==> config.mk <==
export PLATFORM = sky130hd
export DESIGN_NAME = prores_dc_entropy_encoder_p
export DESIGN_NICKNAME = d
export VERILOG_FILES = /design/src/rtl/prores_dc_entropy_encoder_p.sv
export SDC_FILE = /design/constraint.sdc
export NUM_CORES = 1
export LEC_CHECK = 0
export BUFFER_PORTS_ARGS = -buffer_cell sky130_fd_sc_hd__buf_2
export CORE_MARGIN = 3
export CORE_UTILIZATION = 30
export DETAILED_ROUTE_END_ITERATION = 8
export GPL_TIMING_DRIVEN = 1
export MAX_ROUTING_LAYER = met4
export PLACE_DENSITY_LB_ADDON = 0.08
export SKIP_CTS_REPAIR_TIMING = 1
export SLEW_MARGIN = 25
export SYNTH_ARGS = -nofsm -noshare
export SYNTH_HDL_FRONTEND = slang
export SYNTH_SLANG_ARGS = --single-unit
==> constraint.sdc <==
create_clock -name clk -period 7.55 [get_ports clk]
set_input_delay 0.755 -clock clk [delete_from_list [all_inputs] [get_ports clk]]
set_output_delay 0.755 -clock clk [all_outputs]
set_load 0.01 [all_outputs]
==> src/rtl/prores_dc_entropy_encoder_p.sv <==
// ProRes DC-coefficient entropy encoder: slice-scoped DC prediction, sign
// flip, adaptive Exp-Golomb/Rice codebook selection and per-slice bit count,
// as a two-stage valid/ready pipeline.
module prores_dc_entropy_encoder_p #(
  parameter  int COEFF_W = 16,
  parameter  int FIRST_K = 5,
  parameter  int BITS_W  = 20,
  localparam int CODE_W  = 2*COEFF_W+3,
  localparam int LEN_W   = $clog2(CODE_W+1)
) (
  input  logic                      clk,
  input  logic                      reset_n,
  input  logic                      in_valid,
  output logic                      in_ready,
  input  logic signed [COEFF_W-1:0] in_dc,
  input  logic                      in_first,
  input  logic                      in_last,
  output logic                      out_valid,
  input  logic                      out_ready,
  output logic [CODE_W-1:0]         out_code,
  output logic [LEN_W-1:0]          out_len,
  output logic                      out_last,
  output logic [BITS_W-1:0]         slice_bits
);

  localparam int DW = COEFF_W + 1;  // difference width
  localparam int NW = COEFF_W + 2;  // mapped symbol width
  localparam int MW = NW + 1;       // Exp-Golomb m = n + 2^k

  typedef enum logic [2:0] {CB_EGF, CB_EG0, CB_EG1, CB_RICE2, CB_ESC, CB_EG3} cb_e;

  function automatic int unsigned msb_idx(input logic [MW-1:0] v);
    int unsigned r;
    r = 0;
    for (int unsigned i = 0; i < MW; i++)
      if (v[i]) r = i;
    return r;
  endfunction

  logic                      live;
  logic                      s1_full;
  logic                      s1_take;
  logic                      s2_adv;
  logic signed [COEFF_W-1:0] prev_dc;
  logic [DW-1:0]             prev_abs;
  logic                      prev_neg;
  logic [NW-1:0]             s1_n;
  cb_e                       s1_cb;
  logic                      s1_first;
  logic                      s1_last;

  assign s2_adv   = s1_full && (!out_valid || out_ready);
  assign in_ready = live && (!s1_full || s2_adv);
  assign s1_take  = in_valid && in_ready;

  // Stage 1 datapath: prediction difference, sign flip, symbol map, codebook class.
  logic signed [DW-1:0] dc_x, prev_x, d, e;
  logic [DW-1:0]        abs_d;
  logic [NW-1:0]        n;
  cb_e                  cb;
  always_comb begin
    dc_x   = DW'(in_dc);
    prev_x = DW'(prev_dc);
    d      = dc_x - prev_x;
    abs_d  = d[DW-1] ? -d : d;
    if (in_first)      e = dc_x;
    else if (prev_neg) e = -d;
    else               e = d;
    // s(e) = ~(2e) for negative e in two's complement
    n  = e[DW-1] ? {~e, 1'b1} : {e, 1'b0};
    cb = CB_EG3;
    if (in_first) cb = CB_EGF;
    else begin
      case (prev_abs)
        DW'(0):  cb = CB_EG0;
        DW'(1):  cb = CB_EG1;
        DW'(2):  cb = (n < NW'(8)) ? CB_RICE2 : CB_ESC;
        default: cb = CB_EG3;
      endcase
    end
  end

  // Stage 2 datapath: codeword, length and running slice bit total.
  logic [NW-1:0]     n_src;
  logic [MW-1:0]     m;
  int unsigned       k, lg, len_i;
  logic [CODE_W-1:0] code_c;
  logic [LEN_W-1:0]  len_c;
  logic [BITS_W-1:0] base, bits_c;
  logic [BITS_W:0]   sum;
  always_comb begin
    n_src = (s1_cb == CB_ESC) ? s1_n - NW'(8) : s1_n;
    case (s1_cb)
      CB_EGF:  k = FIRST_K;
      CB_EG0:  k = 0;
      CB_EG1:  k = 1;
      default: k = 3;
    endcase
    m      = MW'(n_src) + (MW'(1) << k);
    lg     = msb_idx(m);
    len_i  = 2*lg + 1 - k;
    code_c = CODE_W'(m);
    if (s1_cb == CB_ESC) len_i = len_i + 3;
    if (s1_cb == CB_RICE2) begin
      len_i  = 32'(s1_n >> 2) + 3;
      code_c = CODE_W'({1'b1, s1_n[1:0]});
    end
    len_c  = LEN_W'(len_i);
    // The slice_bits register always holds the total of the most recently
    // loaded beat, which is exactly the accumulator the next beat builds on;
    // beats reach stage 2 strictly in output order.
    base   = s1_first ? '0 : slice_bits;
    sum    = {1'b0, base} + (BITS_W+1)'(len_c);
    bits_c = sum[BITS_W] ? '1 : sum[BITS_W-1:0];
  end

  // Input acceptance is enabled from the first clock edge after reset release.
  always_ff @(posedge clk or negedge reset_n) begin
    if (!reset_n) live <= 1'b0;
    else          live <= 1'b1;
  end

  // Predictor state advances only on accepted beats.
  always_ff @(posedge clk or negedge reset_n) begin
    if (!reset_n) begin
      prev_dc  <= '0;
      prev_abs <= DW'(3);
      prev_neg <= 1'b0;
    end else if (s1_take) begin
      prev_dc  <= in_dc;
      prev_abs <= in_first ? DW'(3) : abs_d;
      prev_neg <= in_first ? 1'b0 : d[DW-1];
    end
  end

  // Stage 1 register slot.
  always_ff @(posedge clk or negedge reset_n) begin
    if (!reset_n) begin
      s1_full  <= 1'b0;
      s1_n     <= '0;
      s1_cb    <= CB_EG3;
      s1_first <= 1'b0;
      s1_last  <= 1'b0;
    end else if (s1_take) begin
      s1_full  <= 1'b1;
      s1_n     <= n;
      s1_cb    <= cb;
      s1_first <= in_first;
      s1_last  <= in_last;
    end else if (s2_adv) begin
      s1_full  <= 1'b0;
    end
  end

  // Stage 2 / output register slot, held while stalled.
  always_ff @(posedge clk or negedge reset_n) begin
    if (!reset_n) begin
      out_valid  <= 1'b0;
      out_code   <= '0;
      out_len    <= '0;
      out_last   <= 1'b0;
      slice_bits <= '0;
    end else if (s2_adv) begin
      out_valid  <= 1'b1;
      out_code   <= code_c;
      out_len    <= len_c;
      out_last   <= s1_last;
      slice_bits <= bits_c;
    end else if (out_ready) begin
      out_valid  <= 1'b0;
    end
  end

endmodule

==> impl_metrics.tcl, run 1 <==
set metrics [dict create \
    grt_max_degree 74 \
    p_leak_nw 4.18 \
    postRouteAntennaNets 0 \
    synth_area_sq_mm 0.00835 \
    end_kind "flop" \
    synth.distinct_cells 79 \
    placement.io_buffers 69 \
    instances_no_fill 1436 \
    power_density_mw_per_mm2 363 \
    cts_buffer_depth 2 \
    antenna_found_initial 0 \
    synth-seq-area-share 0.315 \
    synth_edf_count 0 \
    routed_wl_microns 23300 \
    max-slew-margin-rel 0.459 \
    cts_root_buffer "clkbuf_16" \
    fin_crit_sh 0.930 \
    rsz0062_at_grt "no" \
    synth_top_area_share 0.303 \
    dr.pass1.iters 4 \
    cts_made_buffers 9 \
    final_util 0.348 \
    yosysWarnings 0 \
    dp.cells 1418 \
    clkSinkCount 105 \
    irDropWorstVdd_mv 0.170 \
    avgSynthCellArea_sq_um 8.33 \
    start_kind "flop" \
    grt-ovfl-total 0 \
    fin_skew_ps 19.6 \
    power.total_mw 3.44 \
    final_net_count 1127 \
    clk_latency_ps 370 \
    post-route-min-period_ps 7020 \
    drc 0 \
    finalSetupTns_ps 0 \
    grtUsageTotal 0.162 \
    setup_viol 0 \
    gp_congestion 0.793 \
    syn_inst 1002 \
    path_class "flop to flop" \
    place_hpwl_microns 17600 \
    dieArea_sq_mm 0.0299 \
    diodes 0 \
    core-area_sq_mm 0.0272 \
    htree_levels 3 \
    yosysMostFrequentCell "nand2_1" \
    holdWs_ps 394 \
    critPathMaxFanout 11 \
    die_h_microns 173 \
    r2r_start "s1_cb[2]" \
    worstHoldPathType "primary input to async pin" \
    vias 7102 \
    fillCellCount 2953 \
    initial_utilization 0.307 \
    hold_violations 0 \
    crit_start "s1_cb[2]" \
    critPathBufInv 2 \
    vias_per_cell 4.95 \
    status "completed" \
    drt-wirelength-per-cell_microns 16.2 \
    ys_seq_elements 105 \
    postSynth.asyncResetShare 1.00 \
    cp.required_ps 7810 \
    max_stage_delay_ps 620 \
    cts_tree "yes" \
    grt_pass1_wl_microns 39000 \
    layout-drive-gt1-share 0.158 \
    synth_commonest_cells "126 x nand2_1, 101 x dfrtp_1, 84 x o21ai_0" \
    io_pins 86 \
    cp_top_family "simple AND/OR/NAND/NOR gates" \
    drt_iter0_markers 318 \
    final_max_slew_viol_count 0 \
    worst_pin_slew_ps 811 \
    drv_cap 0 \
    ys_top_cells_by_area "dfrtp_1 30%, ha_1 6.3%, xnor2_1 6.0%" \
    die_w_microns 173 \
    clk_pin_slew_worst_paths_ps 90 \
    synth.largest_area_cell "dfrtp_1" \
    timing.fmax_mhz 142 \
    num_rows 60 \
    area_growth_pct 13.3 \
    worstPathArrival_ps 7270 \
    synthFlopType "dfrtp_1" \
    slowest_stage "dfstp_2" \
    grt_pass1_vias 7160 \
]
## state kept, by name (all words and copies together), names as in the netlist
register    cells
s1_cb           3
s1_n           17
prev_neg        1
out_last        1
out_valid       1
prev_abs       17
out_len         6
s1_full         1
live            1
out_code       19
slice_bits     20
s1_last         1
prev_dc        16
s1_first        1
## worst register-to-register path, delay by kind of cell, from the launching register on
family,cells,cell delay (ps)
AOI/OAI and AO/OA,8,1530
buffers and inverters,2,230
xor gates and xnor gates,3,480
adders and majority gates,5,1640
DFF,1,620
and+or+nand+nor,13,2400
## logic make-up (layout without fill, tap and decap cells)
group / count (synthesis) / after routing / synth area share
other cells: 2 / 21 / 0.000900
simple gates: 365 / 365 / 0.220
compound gates: 266 / 266 / 0.211
flops: 105 / 105 / 0.315
xor+xnor: 78 / 78 / 0.0828
mux: 30 / 30 / 0.0397
buf+inv: 110 / 153 / 0.0570
fa+ha+maj: 46 / 46 / 0.0726
## cell type report
| class | instances | area, sq um | share of cell area |
|---|---|---|---|
| inverter | 47 | 176 | 0.0187 |
| clock buffer | 10 | 229 | 0.0242 |
| multi-input combinational | 806 | 5370 | 0.568 |
| clock inverter | 6 | 78.8 | 0.00834 |
| timing repair buffer | 90 | 505 | 0.0535 |
| sequential | 105 | 2630 | 0.278 |
| tap | 372 | 465 | 0.0492 |
## path summary, 6_finish.rpt
kind / end / slack, ps / cells after the start
max in group asynchronous: prev_abs[8] / 5880 / 2
worst min-delay path: out_code[11] / 390 / 1
min in group clk: out_last / 470 / 2
worst max register to register: slice_bits[6] / 530 / 31
worst min register to register: out_last / 470 / 2
worst max-delay path: slice_bits[6] / 530 / 31
## per-stage QoR
step / worst slack (ps) / instance area [sq um]
after floorplan: 109 / 8420
after global placement: 345 / 9080
after detailed placement: 284 / 9080
after CTS: 233 / 9390
final: 532 / 9450
after global routing: 14.6 / 9450
## report_power, final
group          internal, mW  total, mW  switching, mW
Sequential            0.729      0.895          0.165
Clock                 0.267      0.517          0.250
Combinational         0.862       2.02           1.16
Total                  1.86       3.44           1.58
## per-layer routing
metal	part of all wire	track usage
met1	0.50	0.219
met2	0.47	0.266
met4	0.011	0.0294
met3	0.024	0.0209
met5	0	-
## placed cells by master (no fill, tap or decap), drive strengths merged, types with 11 or more instances in the layout
cell type,instances
nand2,126
dfrtp,101
buf,90
o21ai,88
nor2,69
xnor2,58
a21oi,55
inv,52
ha,42
nor3,24
nand3,22
mux2,22
conb,21
xor2,20
nor4,15
nor2b,14
a21o,13
and2,13
nand2b,12
a31oi,12
and3,11
nand4,11
or3,11
No activity file was read; power rests on OpenSTA's default activity.
==> run 2, diff against run 1 <==
- ABC_AREA: unset -> 1
==> run 2 against run 1 <==
  * Die area rose by 3.2%
  * Sequential power is 4.0% lower
  * Area after synthesis rose by 3.3%
  * Clock power fell by 4.4%
  * Fmax is 1.1% higher
  * Largest cell class unchanged
  * Cell count increased by 23%
  * Highest routed layer unchanged
  * Hold slack better by 15 ps
  * Sequential share of layout area shrank 0.88 points
  * Global-route usage up 0.22 points
  * Flip-flop and latch count is the same
  * Count of clock-buffer cells in the layout down 1
  * Combinational power fell by 15%
==> impl_metrics.tcl, run 2 <==
set metrics [dict create \
    diodes 0 \
    final_util 0.348 \
    postRouteAntennaNets 0 \
    drc 0 \
    timing.fmax_mhz 144 \
    vias_per_cell 4.55 \
    grt-ovfl-total 0 \
    slowest_stage "dfrtp_1" \
    end_kind "flop" \
    largest_register_ffs 20 \
    clk_latency_ps 370 \
    clkSinkCount 105 \
    top_register "slice_bits" \
    crit_start "s1_n[3]" \
    max_stage_delay_ps 420 \
    fin_crit_sh 0.920 \
    synthFlopType "dfrtp_1" \
    die_h_microns 176 \
    synth_compound_area_frac 0.126 \
    synth_top_area_share 0.293 \
    initial_utilization 0.307 \
    postSynth.asyncResetShare 1.00 \
    crit_path_frequent_cell "nand2_1" \
    core-area_sq_mm 0.0281 \
    die_w_microns 176 \
    holdWs_ps 409 \
    area_growth_pct 13.2 \
    critPathMaxFanout 10 \
    instances_no_fill 1760 \
    num_rows 61 \
    status "completed" \
    path_class "flop to flop" \
    cts_root_buffer "clkbuf_16" \
    post-route-cell-area_sq_mm 0.00976 \
    r2r_start "s1_n[3]" \
    final_cell_mix "401 x nand2_1, 188 x inv_1, 106 x o21ai_0" \
    io_pins 86 \
    reg.largest.list "slice_bits: 20 flops, out_code: 19 flops" \
    place_hpwl_microns 19000 \
    clk_pin_slew_worst_paths_ps 90 \
    layout-drive-gt1-share 0.125 \
    setup_viol 0 \
    synth_edf_count 0 \
    yosysWarnings 0 \
    gp_congestion 0.815 \
    synth_commonest_cells "403 x nand2_1, 189 x inv_1, 108 x o21ai_0" \
    fillCellCount 3166 \
    dieArea_sq_mm 0.0308 \
    worst_pin_slew_ps 769 \
    start_kind "flop" \
    dr.pass1.iters 5 \
    yosys.area_share.simple 0.341 \
    grtUsageTotal 0.165 \
    avgSynthCellArea_sq_um 6.59 \
    grt_max_degree 69 \
    drt_iter0_markers 400 \
    p_leak_nw 5.22 \
    ys_top_cells_by_area "dfrtp_1 29%, nand2_1 18%, inv_1 8.2%" \
    hold_violations 0 \
    htree_levels 3 \
    drt-wirelength-per-cell_microns 13.8 \
    cts_made_buffers 9 \
    routed_wl_microns 24200 \
    dp.cells 1736 \
    placement.io_buffers 69 \
    irDropWorstVdd_mv 0.123 \
    fin_skew_ps 16.0 \
    grt_pass1_vias 7705 \
    synth_xor_xnor_area_share 0.0383 \
    synth.distinct_cells 53 \
    synth_area_sq_mm 0.00862 \
    ys_seq_elements 105 \
    final_net_count 1445 \
    synth_top_family_by_area "simple AND/OR/NAND/NOR gates" \
    drv_cap 0 \
    cts_buffer_depth 2 \
    final_common_cell "nand2_1" \
    synth-seq-area-share 0.305 \
    final_max_slew_viol_count 0 \
    worstPathArrival_ps 7210 \
    syn_inst 1309 \
    worstHoldPathType "primary input to async pin" \
    vias 8007 \
    synth.largest_area_cell "dfrtp_1" \
    post-route-min-period_ps 6940 \
    cp.required_ps 7820 \
    synth_mux_area_frac 0 \
    cts_tree "yes" \
    yosysMostFrequentCell "nand2_1" \
    grt_pass1_wl_microns 40100 \
    dpl_cell_area_sq_mm 0.00933 \
    antenna_found_initial 0 \
    synth_fa_ha_area_frac 0.0702 \
    max-slew-margin-rel 0.484 \
    power_density_mw_per_mm2 315 \
]
run 2: worst max-delay path: cells and delay by family (launching register included):
family / cells / cell delay (ps)
fa+ha+maj: 6 / 1670
xor+xnor: 2 / 370
buf+inv: 5 / 540
simple gates: 20 / 2840
flops: 1 / 420
compound gates: 8 / 1010
run 2: per-stage QoR:
step                      TNS (ps)  total power, mW  setup slack [ps]
final                            0             3.08               606
after CTS                        0             3.06               171
after floorplan                  0             2.08               992
after global routing         -60.2             3.41             -19.0
after detailed placement         0             2.54               200
after global placement           0             2.54               307
run 2: cells by family after synthesis:
logic type / Yosys count
adders and majority gates: 46
xor gates and xnor gates: 36
buffers and inverters: 250
DFF: 105
and+or+nand+nor: 674
AOI/OAI and AO/OA: 196
other: 2
run 2: path summary, 6_finish.rpt:
path                            endpoint  cells past startpoint  slack (ps)
hold reg to reg               out_len[1]                      2         480
setup reg to reg           slice_bits[7]                     41         610
min in group clk              out_len[1]                      2         480
setup / recovery           slice_bits[7]                     41         610
max in group asynchronous    prev_abs[3]                      2        5940
hold / removal              out_code[14]                      1         410
run 2: layer usage:
layer	global-route usage	part of all wire
met1	0.212	0.48
met2	0.278	0.48
met3	0.0220	0.027
met4	0.0340	0.012
met5	-	0
run 2: cell type report:
class                      count  area, sq um  area share
clock inverter                 7         73.8     0.00756
clock buffer                   9          225      0.0231
multi-input combinational    973         5120       0.524
tap                          378          473      0.0484
inverter                     202          764      0.0783
timing repair buffer          86          475      0.0487
sequential                   105         2630       0.270
run 2: where the power goes:
part           internal (mW)  switching [mW]
Sequential             0.727           0.133
Clock                  0.235           0.259
Combinational          0.644            1.08
Total                   1.61            1.47
